$ cat src/rtl/sprite_capture.sv
`default_nettype none
// ---------------------------------------------------------------------------
// sprite_capture : copies a WIDTH x HEIGHT region of the 1bpp pixel stream into
// a row-major buffer with a registered read port. SPRITE_CAPTURE_ABORT_EN adds
// the abort input.  Rev 1.0
// ---------------------------------------------------------------------------
module sprite_capture #(
  parameter int WIDTH   = 8,
  parameter int HEIGHT  = 8,
  parameter int SCALE_X = 1,
  parameter int SCALE_Y = 1,
  parameter int CORDW   = 10,
  parameter int DEPTH   = WIDTH*HEIGHT
) (
  input  logic                     clk,
  input  logic                     rst_n,
  input  logic                     start,
  input  logic [CORDW-1:0]         capx,
  input  logic [CORDW-1:0]         capy,
  input  logic [CORDW-1:0]         sx,
  input  logic [CORDW-1:0]         sy,
  input  logic                     pix_in,
`ifdef SPRITE_CAPTURE_ABORT_EN
  input  logic                     abort,
`endif
  output logic                     busy,
  output logic                     done,
  input  logic [$clog2(DEPTH)-1:0] rd_addr,
  output logic                     rd_data
);
  localparam int AW  = $clog2(DEPTH);
  localparam int OXW = $clog2(WIDTH+1);
  localparam int OYW = (HEIGHT > 1) ? $clog2(HEIGHT) : 1;
  localparam int CXW = (SCALE_X > 1) ? $clog2(SCALE_X) : 1;

  typedef enum logic [1:0] {
    IDLE      = 2'd0,
    AWAIT_POS = 2'd1,
    CAPTURE   = 2'd2
  } state_t;

  state_t           state, state_next;
  logic [CORDW-1:0] capx_r, row_y;
  logic [AW-1:0]    pos;
  logic [OXW-1:0]   ox, ox_cur, ox_after;
  logic [OYW-1:0]   oy;
  logic [CXW-1:0]   cnt_x, cnt_cur;
  logic             mem [DEPTH];
  logic             at_origin, in_line, wr_en, line_end, last_row;
  logic             abort_hit, done_next;

`ifdef SPRITE_CAPTURE_ABORT_EN
  assign abort_hit = abort && (state != IDLE);
`else
  assign abort_hit = 1'b0;
`endif

  assign at_origin = (sx == capx_r) && (sy == row_y);
  assign last_row  = (oy == OYW'(HEIGHT-1));
  assign busy      = (state != IDLE);

  // The match cycle behaves like a capture cycle with ox and cnt_x at zero.
  always_comb begin
    state_next = state;
    done_next  = 1'b0;
    in_line    = 1'b0;
    cnt_cur    = '0;
    ox_cur     = '0;
    case (state)
      IDLE:      if (start) state_next = AWAIT_POS;
      AWAIT_POS: if (at_origin) begin
                   in_line    = 1'b1;
                   state_next = CAPTURE;
                 end
      CAPTURE:   begin
                   in_line = 1'b1;
                   cnt_cur = cnt_x;
                   ox_cur  = ox;
                 end
      default:   state_next = IDLE;
    endcase
    wr_en    = in_line && (cnt_cur == '0);
    ox_after = ox_cur + OXW'(wr_en);
    line_end = in_line && (ox_after == OXW'(WIDTH)) && (cnt_cur == CXW'(SCALE_X-1));
    if (line_end) begin
      state_next = last_row ? IDLE : AWAIT_POS;
      done_next  = last_row;
    end
    if (abort_hit) begin
      state_next = IDLE;
      done_next  = 1'b0;
    end
  end

  always_ff @(posedge clk or negedge rst_n) begin
    if (!rst_n) begin
      state  <= IDLE;
      done   <= 1'b0;
      capx_r <= '0;
      row_y  <= '0;
      pos    <= '0;
      ox     <= '0;
      oy     <= '0;
      cnt_x  <= '0;
    end else begin
      state <= state_next;
      done  <= done_next;
      if (state == IDLE) begin
        if (start) begin
          capx_r <= capx;
          row_y  <= capy;
          pos    <= '0;
          ox     <= '0;
          oy     <= '0;
          cnt_x  <= '0;
        end
      end else if (in_line) begin
        if (wr_en) pos <= pos + AW'(1);
        ox    <= ox_after;
        cnt_x <= (cnt_cur == CXW'(SCALE_X-1)) ? '0 : cnt_cur + CXW'(1);
        if (line_end && !last_row && !abort_hit) begin
          oy    <= oy + OYW'(1);
          row_y <= row_y + CORDW'(SCALE_Y);
        end
      end
    end
  end

  // Buffer is deliberately not reset so partial captures survive rst_n.
  always_ff @(posedge clk) begin
    if (wr_en) mem[pos] <= pix_in;
  end

  always_ff @(posedge clk or negedge rst_n) begin
    if (!rst_n) rd_data <= 1'b0;
    else        rd_data <= mem[rd_addr];
  end

endmodule
`default_nettype wire

$ cat config.mk
export PLATFORM = sky130hd
export DESIGN_NAME = sprite_capture
export DESIGN_NICKNAME = d
export VERILOG_FILES = /design/src/rtl/sprite_capture.sv
export SDC_FILE = /design/constraint.sdc
export NUM_CORES = 1
export LEC_CHECK = 0
export BUFFER_PORTS_ARGS = -buffer_cell sky130_fd_sc_hd__buf_2
export CAP_MARGIN = 25
export CORE_AREA = 4 4 100 102
export CTS_CLUSTER_SIZE = 12
export DETAILED_ROUTE_END_ITERATION = 6
export DIE_AREA = 0 0 104 106
export PLACE_DENSITY = 0.86
export SLEW_MARGIN = 20
export SYNTH_ARGS = -nofsm -noshare
export SYNTH_HDL_FRONTEND = slang
export SYNTH_SLANG_ARGS = --single-unit
$ cat constraint.sdc
create_clock -name clk -period 4.4 [get_ports clk]
set_clock_uncertainty 0.2 [all_clocks]
set_input_delay 0 -clock clk [delete_from_list [all_inputs] [get_ports clk]]
set_output_delay 0 -clock clk [all_outputs]
set_load 0.02 [all_outputs]
==> qor.csv <==
metric;value;unit
status;finished, final reports clean;
n_antenna_cell;0;
ys_seq_area_share;54.2;%
irDropWorstVdd;0.273;mV
cts_sinks;101;
vias;3702;
met2_usage;37.7;%
syn2layout_area_growth;13.5;%
maxSlewViolCount;0;
startpoint_type;register;
synth_flop_cell;edfxtp_1;
dp_hpwl;7280;µm
yosysUniqueCellTypes;50;
die_area;0.0110;mm²
fill_cells;664;
critPathMaxStageDelay;0.58;ns
place_congestion;0.807;
grt.overflow.total;0;
syn-instance-count;439;
drc_errors;0;
synth_edf_count;64;
rsz0062_at_grt;no;
cp_max_fo;16;
reg2reg_from;state[0]$_DFFE_PN0P_;
setup_viol;0;
core_area;0.00911;mm²
numCtsBuffers;9;
path_clk_slew;0.10;ns
tns;0;ns
cts_root_buf;clkbuf_8;
synthArstFlopShare;36.6;%
fmax;281;MHz
antenna_found_initial;0;
grt_pass1_wl;19200;µm
wl_per_cell;18.4;µm
cp_top_family;simple AND/OR/NAND/NOR gates;
cp-startpoint;state[0]$_DFFE_PN0P_;
grt_pass1_vias;3918;
port-buffer-count;52;
syn-cell-area;0.00525;mm²
start_util;57.7;%
worst_slew_pin_slew;0.931;ns
p_leak;0.00227;µW
h-tree-depth;3;
power_density;441;mW/mm²
hold_path.class;in2async;
io_pins;53;
hold_violations;0;
ant_nets;0;
cp_slowest_cell;dlygate4sd3_1;
drive_above_1_share;23.2;%
fin_nets;558;
grt_busiest_layer;met2;
wl;11300;µm
path_buf_inv;2;
die_h;106;µm
grt_util_met3;4.13;%
worstSetupEndpointType;register;
die_x;104;µm
cp_cell_sequence;inv_1 > ha_1 > and2_1 > ha_1 > xnor2_1 > and4_1 > and4_1 > nor2_1 > a22oi_1 > dlygate4sd3_1 > o21ai_0;
first_pass_iters;5;
via_per_inst;6.02;
path_class;reg2reg;
synth_warnings;0;
cts_tree;built;
syn_avg_cell_area;12.0;µm²
final_util;65.5;%
grt_max_degree;65;
syn_nets;498;
min_period_over_period;80.9;%
worstPathArrival;3.60;ns
clockBufferDepth;2;
core.rowCount;35;
met1_usage;26.8;%
required;4.44;ns
period_needed;3.56;ns
clk_latency;0.37;ns
ys_seq_elements;101;
drt_iter0_markers;270;
cap_violations;0;
grt_use_total;21.5;%
slew_headroom;37.9;%
cts_setup_buffers;0;
==> routing by layer <==
metal  vias up  wire length [µm]
li1       1704                 -
met1      1828              4420
met2       144              5940
met3        26               703
met4         0               242
met5         -                 0
==> cell usage after synthesis, types with 2 or more instances <==
master | count | area, µm²
edfxtp_1 | 64 | 1920
nand2b_1 | 2 | 12.5
a211oi_1 | 2 | 15.0
nand3_1 | 11 | 55.1
dfrtp_1 | 37 | 926
a31oi_1 | 2 | 12.5
or2_2 | 2 | 12.5
xnor2_1 | 2 | 17.5
nand4_1 | 2 | 12.5
and4_1 | 4 | 35.0
a21oi_1 | 5 | 25.0
clkbuf_1 | 14 | 52.6
ha_1 | 9 | 113
nor2b_1 | 3 | 18.8
nor2_1 | 49 | 184
buf_2 | 6 | 30.0
and2_1 | 4 | 25.0
nand2_1 | 62 | 233
nor3_2 | 15 | 150
o32ai_1 | 2 | 17.5
nand4_4 | 4 | 85.1
nor3_1 | 21 | 105
nor4_1 | 7 | 43.8
buf_1 | 5 | 18.8
o221a_2 | 2 | 22.5
nand3b_1 | 3 | 22.5
buf_6 | 5 | 56.3
mux2i_1 | 12 | 120
mux4_2 | 19 | 428
inv_1 | 10 | 37.5
o211a_1 | 2 | 20.0
o21ai_0 | 11 | 55.1
and3_1 | 2 | 12.5
a41o_1 | 2 | 20.0
xor2_1 | 22 | 193
==> repair_timing <==
action,CTS,global route
setup endpoints to repair,0,0
gates resized for setup,0,0
endpoints found under the hold margin,61,0
hold buffers,27,0
==> flip-flops by register name (all words and copies together) (netlist names), 2 cells and up <==
register and cells:
pos 6, row_y 10, oy 3, mem 64
ox 4, capx_r 10, state 2
==> placed cells by master, fill, tap and decap left out, drive strengths merged, types with 3 or more instances in the layout <==
master,count
nor2b,3
nor4,7
mux4,19
ha,9
mux2i,12
and4,4
nand3b,4
dfrtp,37
a21oi,5
clkbuf,10
buf,53
nand3,11
dlygate4sd3,27
xor2,22
edfxtp,64
inv,12
nand4,6
o21ai,11
nor2,49
and2,4
nor3,36
clkinvlp,3
nand2,63
==> per-stage QoR <==
stage	power [µW]	area (µm²)	hold WS, ns	worst slack [ns]	std cells
finish	2630	5960	0.0626	0.842	615
floorplan	1830	5250	-0.496	1.71	439
CTS	2610	5960	0.0869	0.899	615
global placement	1950	5500	-0.0583	1.13	572
detailed placement	1990	5500	-0.0501	1.04	572
global route	2770	5960	0.164	0.605	615
==> final cells by class <==
class | instances | area (µm²) | share of cell area, %
Timing Repair Buffer | 80 | 538 | 9.02
Sequential cell | 101 | 2850 | 47.8
Inverter | 10 | 37.5 | 0.629
Multi-Input combinational cell | 297 | 2200 | 36.9
Tap cell | 111 | 139 | 2.33
Clock buffer | 10 | 128 | 2.14
Clock inverter | 6 | 70.1 | 1.17
==> cell families (layout without fill, tap and decap cells) <==
family,after synthesis,count (layout),synth area share (%)
AND/OR/NAND/NOR,196,196,19.9
flip-flops,101,101,54.2
buffers and inverters,41,106,3.86
AO/OA/AOI/OAI,36,36,5.22
multiplexers,32,32,10.6
XOR/XNOR,24,24,4.00
adder cells (fa/ha/maj),9,9,2.14
==> worst paths after layout <==
check	cells past startpoint	endpoint	slack, ns
max in group asynchronous	2	pos[5]$_DFFE_PN0P_	3.41
worst min register to register	2	capx_r[7]$_DFFE_PN0P_	0.31
min in group clk	1	mem[36]$_DFFE_PP_	0.13
worst min-delay path	2	capx_r[0]$_DFFE_PN0P_	0.06
worst max register to register	11	row_y[5]$_DFFE_PN0P_	0.84
worst max-delay path	11	row_y[5]$_DFFE_PN0P_	0.84
==> power by group <==
part / internal (µW) / switching [µW] / leakage [µW]
registers: 1120 / 137 / 0.00105
clock network: 267 / 330 / 0.0000895
logic: 303 / 471 / 0.00114
Note: power is estimated with default switching activity, not from simulation.
